File: src/rtl/spi_pkg.sv
// Shared definitions for the SPI front end, the RAM behind it and the bench.
package spi_pkg;

    typedef enum logic [2:0] {
        IDLE,
        CHK_CMD,
        WRITE,
        READ_ADD,
        READ_DATA
    } spi_state_e;

    localparam int RX_W_DEF = 10;
    localparam int TX_W_DEF = 8;

    localparam logic [1:0] CMD_WR_ADDR = 2'b00;
    localparam logic [1:0] CMD_WR_DATA = 2'b01;
    localparam logic [1:0] CMD_RD_ADDR = 2'b10;
    localparam logic [1:0] CMD_RD_DATA = 2'b11;

endpackage

File: src/rtl/spi_tx_serializer.sv
// Parallel-in/serial-out for RAM read data: captures tx_data on an armed tx_valid,
// then presents TX_W bits on a registered MISO, MSB first.
module spi_tx_serializer #(
    parameter int TX_W = 8
) (
    input  logic            clk,
    input  logic            rst,
    input  logic            arm,
    input  logic            abort,
    input  logic            tx_valid,
    input  logic [TX_W-1:0] tx_data,
    output logic            miso
);

    localparam int CNT_W = $clog2(TX_W);

    logic [TX_W-1:0]  shreg_q, shreg_d;
    logic [CNT_W-1:0] cnt_q, cnt_d;
    logic             busy_q, busy_d;
    logic             miso_q, miso_d;

    // MISO lags the load by one edge, so bit 0 leaves on the TX_W-th edge after capture.
    always_comb begin
        shreg_d = shreg_q;
        cnt_d   = cnt_q;
        busy_d  = busy_q;
        miso_d  = 1'b0;
        if (abort) begin
            busy_d = 1'b0;
            cnt_d  = '0;
        end else if (busy_q) begin
            miso_d  = shreg_q[TX_W-1];
            shreg_d = {shreg_q[TX_W-2:0], 1'b0};
            if (cnt_q == CNT_W'(TX_W - 1)) begin
                busy_d = 1'b0;
                cnt_d  = '0;
            end else begin
                cnt_d = cnt_q + CNT_W'(1);
            end
        end else if (arm && tx_valid) begin
            shreg_d = tx_data;
            busy_d  = 1'b1;
            cnt_d   = '0;
        end
    end

    always_ff @(posedge clk) begin
        if (rst) begin
            shreg_q <= '0;
            cnt_q   <= '0;
            busy_q  <= 1'b0;
            miso_q  <= 1'b0;
        end else begin
            shreg_q <= shreg_d;
            cnt_q   <= cnt_d;
            busy_q  <= busy_d;
            miso_q  <= miso_d;
        end
    end

    assign miso = miso_q;

endmodule

File: src/rtl/spi_slave.sv
// SPI slave front end: command decode, RX_W-bit frame receive with a one-cycle
// rx_valid strobe, and read-data return through spi_tx_serializer.
module spi_slave
    import spi_pkg::*;
#(
    parameter int RX_W = RX_W_DEF,
    parameter int TX_W = TX_W_DEF
) (
    input  logic            clk,
    input  logic            rst,
    input  logic            SS_n,
    input  logic            MOSI,
    output logic            MISO,
    output logic [RX_W-1:0] rx_data,
    output logic            rx_valid,
    input  logic [TX_W-1:0] tx_data,
    input  logic            tx_valid
);

    localparam int CNT_W = $clog2(RX_W + 1);

    spi_state_e       state_q, state_d;
    logic [CNT_W-1:0] cnt_q, cnt_d;
    logic [RX_W-1:0]  shreg_q, shreg_d;
    logic [RX_W-1:0]  rx_data_q, rx_data_d;
    logic             rx_valid_q, rx_valid_d;
    logic             rd_addr_flag_q, rd_addr_flag_d;
    logic             rx_done_q, rx_done_d;
    logic             tx_taken_q, tx_taken_d;
    logic             in_frame;
    logic             frame_full;
    logic             tx_arm;

    assign in_frame   = (state_q == WRITE) || (state_q == READ_ADD) || (state_q == READ_DATA);
    assign frame_full = in_frame && (cnt_q == CNT_W'(RX_W));
    assign tx_arm     = (state_q == READ_DATA) && rx_done_q && !tx_taken_q && !SS_n;

    always_comb begin
        state_d        = state_q;
        cnt_d          = cnt_q;
        shreg_d        = shreg_q;
        rx_data_d      = rx_data_q;
        rx_valid_d     = 1'b0;
        rd_addr_flag_d = rd_addr_flag_q;
        rx_done_d      = rx_done_q;
        tx_taken_d     = tx_taken_q;

        // The strobe fires one edge after the last sample, even if SS_n rises on that edge.
        if (frame_full && !rx_done_q) begin
            rx_valid_d = 1'b1;
            rx_data_d  = shreg_q;
            rx_done_d  = 1'b1;
            if (state_q == READ_ADD) rd_addr_flag_d = 1'b1;
            if (state_q == READ_DATA) rd_addr_flag_d = 1'b0;
        end
        if (tx_arm && tx_valid) tx_taken_d = 1'b1;

        case (state_q)
            IDLE: begin
                cnt_d      = '0;
                rx_done_d  = 1'b0;
                tx_taken_d = 1'b0;
                if (!SS_n) state_d = CHK_CMD;
            end
            CHK_CMD: begin
                if (SS_n) state_d = IDLE;
                else if (!MOSI) state_d = WRITE;
                else if (rd_addr_flag_q) state_d = READ_DATA;
                else state_d = READ_ADD;
            end
            default: begin
                if (SS_n) begin
                    state_d    = IDLE;
                    cnt_d      = '0;
                    rx_done_d  = 1'b0;
                    tx_taken_d = 1'b0;
                end else if (!frame_full) begin
                    shreg_d = {shreg_q[RX_W-2:0], MOSI};
                    cnt_d   = cnt_q + CNT_W'(1);
                end
            end
        endcase
    end

    always_ff @(posedge clk) begin
        if (rst) begin
            state_q        <= IDLE;
            cnt_q          <= '0;
            shreg_q        <= '0;
            rx_data_q      <= '0;
            rx_valid_q     <= 1'b0;
            rd_addr_flag_q <= 1'b0;
            rx_done_q      <= 1'b0;
            tx_taken_q     <= 1'b0;
        end else begin
            state_q        <= state_d;
            cnt_q          <= cnt_d;
            shreg_q        <= shreg_d;
            rx_data_q      <= rx_data_d;
            rx_valid_q     <= rx_valid_d;
            rd_addr_flag_q <= rd_addr_flag_d;
            rx_done_q      <= rx_done_d;
            tx_taken_q     <= tx_taken_d;
        end
    end

    spi_tx_serializer #(
        .TX_W(TX_W)
    ) u_tx_serializer (
        .clk     (clk),
        .rst     (rst),
        .arm     (tx_arm),
        .abort   (SS_n),
        .tx_valid(tx_valid),
        .tx_data (tx_data),
        .miso    (MISO)
    );

    assign rx_data  = rx_data_q;
    assign rx_valid = rx_valid_q;

endmodule

File: config.mk
export PLATFORM = sky130hd
export DESIGN_NAME = spi_slave
export DESIGN_NICKNAME = d
export VERILOG_FILES = /design/src/rtl/spi_pkg.sv /design/src/rtl/spi_tx_serializer.sv /design/src/rtl/spi_slave.sv
export SDC_FILE = /design/constraint.sdc
export NUM_CORES = 1
export LEC_CHECK = 0
export CORE_ASPECT_RATIO = 0.7
export CORE_MARGIN = 3
export CORE_UTILIZATION = 39
export DETAILED_ROUTE_END_ITERATION = 12
export SYNTH_ARGS = -nofsm -noshare
export SYNTH_HDL_FRONTEND = slang
export SYNTH_SLANG_ARGS = --single-unit
File: constraint.sdc
create_clock -name clk -period 1.8 [get_ports clk]
set_clock_uncertainty 0.05 [all_clocks]
set_input_delay 0.54 -clock clk [delete_from_list [all_inputs] [get_ports clk]]
set_output_delay 0.54 -clock clk [all_outputs]
set_load 0.1 [all_outputs]
==> results of run 1 <==
[cell families (layout without fill, tap and decap cells)]
kind of cell | Yosys count | in the layout | synth area share (%)
AOI/OAI and AO/OA | 44 | 44 | 14.0
adders and majority gates | 4 | 4 | 2.63
buffers and inverters | 16 | 53 | 3.42
DFF | 44 | 44 | 46.3
muxes | 26 | 26 | 13.7
and+or+nand+nor | 66 | 66 | 19.9
[worst paths after layout]
kind,start,endpoint,slack [ns],cells after the start
max reg2reg,cnt_q[0],rx_data[1],0.10,7
min reg2reg,u_tx_serializer.shreg_q[7],u_tx_serializer.shreg_q[7],0.43,2
max,tx_valid,u_tx_serializer.shreg_q[0],0.08,5
min,u_tx_serializer.shreg_q[7],u_tx_serializer.shreg_q[7],0.43,2
[critical path, stage by stage]
cell,delay (ns)
clkdlybuf4s50_1,0.45
and3b_2,0.24
nand2_2,0.07
or4b_4,0.48
a21oi_2,0.13
[stage by stage]
step	instances	utilization (%)	worst slack (ns)	hold slack [ns]	setup TNS, ns
final	292	56.2	0.0771	0.426	0
after global routing	292	56.2	-0.00732	0.462	-0.00790
after CTS	290	55.1	0.0188	0.436	0
after detailed placement	283	53.3	-0.270	0.417	-4.19
after global placement	283	53.3	-0.219	0.408	-3.37
after floorplan	200	-	0.0913	0.395	0
[power groups by stage]
stage          Combinational [mW]  Sequential (mW)  Clock, mW
5_1_grt                     0.110            0.980      0.645
4_1_cts                     0.100            0.979      0.610
3_5_place_dp               0.0999             1.00          0
6_report                    0.102            0.979      0.588
3_3_place_gp               0.0968             1.00          0
2_1_floorplan              0.0434             1.00          0
[sequential cells by signal, indices dropped and copies added (netlist names)]
name,count
rd_addr_flag_q,1
u_tx_serializer.busy_q,1
rx_done_q,1
u_tx_serializer.cnt_q,3
cnt_q,4
u_tx_serializer.miso,1
rx_data,10
tx_taken_q,1
rx_valid,1
shreg_q,10
state_q,3
u_tx_serializer.shreg_q,8
[area by class of cell]
type | count | share of cell area (%)
clock buffer | 5 | 2.72
sequential | 44 | 34.8
clock inverter | 2 | 0.494
timing repair buffer | 42 | 19.6
multi-input combinational | 140 | 39.1
inverter | 4 | 0.593
tap | 55 | 2.72
[placed cells by master (no fill, tap or decap), types with 2 or more instances in the layout]
| cell | Yosys | layout |
|---|---|---|
| clkbuf_8 | 0 | 5 |
| a21oi_1 | 16 | 15 |
| nand2_1 | 5 | 4 |
| nor2_1 | 22 | 21 |
| buf_4 | 0 | 18 |
| dfxtp_1 | 44 | 43 |
| o21ai_0 | 13 | 12 |
| o31ai_1 | 2 | 2 |
| mux2i_1 | 26 | 26 |
| ha_1 | 4 | 4 |
| nor2b_1 | 2 | 2 |
| clkdlybuf4s50_1 | 0 | 12 |
| buf_12 | 0 | 12 |
| inv_1 | 4 | 4 |
| nand2b_1 | 12 | 12 |
| nand3b_1 | 3 | 3 |
| or2_2 | 2 | 2 |
| or3_1 | 8 | 8 |
| a31oi_1 | 2 | 2 |
| a2111oi_0 | 3 | 2 |
[repair_timing]
action / 4_1_cts / 5_1_grt
setup buffers: 0 / 2
resized for setup: 0 / 10
endpoints found under the setup margin: 0 / 22
[metal layers]
layer	global-route usage (%)	up-vias
met5	0	-
met4	6.32	0
met3	4.12	7
met2	22.9	48
met1	21.4	748
li1	-	783
==> qor.yml, run 1 <==
power:
  p_leak_nw: 0.962
  swShare_pct: 22.6
  p_per_area_nw_per_um2: 659
  total_power_mw: 1.67
  p_int_mw: 1.29
  p_comb_share_pct: 6.1
  power_frac_seq_pct: 58.7
  p_clk_share_pct: 35.2
  vdd_drop_max_mv: 0.353
  p_sw_mw: 0.378
critical_path:
  crit_type: "input port to flip-flop"
  start_kind: "input port"
  cp_max_fo: 3
  cp.arrival_ns: 1.91
  end_kind: "flip-flop"
  crit_required_ns: 1.98
cells_and_area:
  multi_input_area_sq_um: 988
  antennaDiodeCount: 0
  syn2layout_area_growth_pct: 33.2
  fillers: 387
  register_area_sq_um: 882
  nets: 254
  drive_above_1_share_pct: 21.1
  stdcell_area_sq_um: 2530
synthesis:
  yosys_warnings: 0
  synth_area_sq_um: 1900
  synth_area_per_cell_sq_um: 9.50
  synth_edf_count: 0
  synth_top_area_share_pct: 46.3
  synth_most_common_cell: "dfxtp_1"
  synth_seq_area_share_pct: 46.3
  synth-seq-cells: 44
  ys_types: 38
  synth_common_cells: "dfxtp_1, mux2i_1, nor2_1"
  synth_nets: 217
  synth_ff_type: "dfxtp_1"
  yosysTopAreaCell: "dfxtp_1"
  ys_async_sr_fraction_pct: 0
  ys_top_cells_by_area: "dfxtp_1, mux2i_1, nor2_1, a21oi_1, nand2b_1"
  netlist_instances: 200
global_route:
  grt_pass1_vias: 1529
  grt-ovfl-total: 0
  grt_max_degree: 23
  grt_antenna_before_repair: 0
  grt_pass1_wl_um: 6910
  grt_usage_pct: 15.6
clock_tree:
  cts_tree: "built"
  clock_path_buffers: 2
  clk_pin_slew_ns: 0.08
  clk_latency_ns: 0.29
  numClockSinks: 44
  cts-root-buf: "clkbuf_8"
  cts_hold_buf: 0
  cts_made_buffers: 5
  htreeDepth: 2
min_path:
  hp-class: "flip-flop to flip-flop"
sta:
  relSlewSlack_pct: 70.2
  finalCritPeriodShare_pct: 95.7
  post-route-min-period_ns: 1.72
  slew_violations: 0
  max_slew.worst_pin.slew_ns: 0.435
  timing.fmax_mhz: 580
  finalHoldViolCount: 0
  setup_viol: 0
drt:
  drtPass1Iterations: 4
  post_drt_via_cell_ratio: 5.43
  via_count: 1586
  highest_layer: "met4"
  m1WireLength_um: 2010
  drtIter0Drc: 46
  dr_wl_met3_um: 194
  wl_per_cell_um: 14.2
  ant_nets: 0
  drt_wl_total_um: 4150
  routed-wl-met2_um: 1870
  post-route-drc-count: 0
floorplan:
  io_pins: 25
  die-area_sq_um: 5760
  num_rows: 20
  start_util_pct: 42.2
  core_region_area_sq_um: 4500
  fp.dieW_um: 89.4
  die-height_um: 64.4
placement:
  routabilityCongestion: 0.870
  port_buffers: 24
  placed_area_sq_um: 2400
  dp_hpwl_um: 2980
run_status:
  status: "finished, final reports clean"
job:
  drv_cap: 0
No activity file was read; power rests on OpenSTA's default activity.
==> run 2, diff against run 1 <==
Settings changed: ABC_AREA set to 0, CAP_MARGIN set to 10.
==> results of run 2 <==
Same layout as run 1: the final DEF is identical, and so are final timing and power.
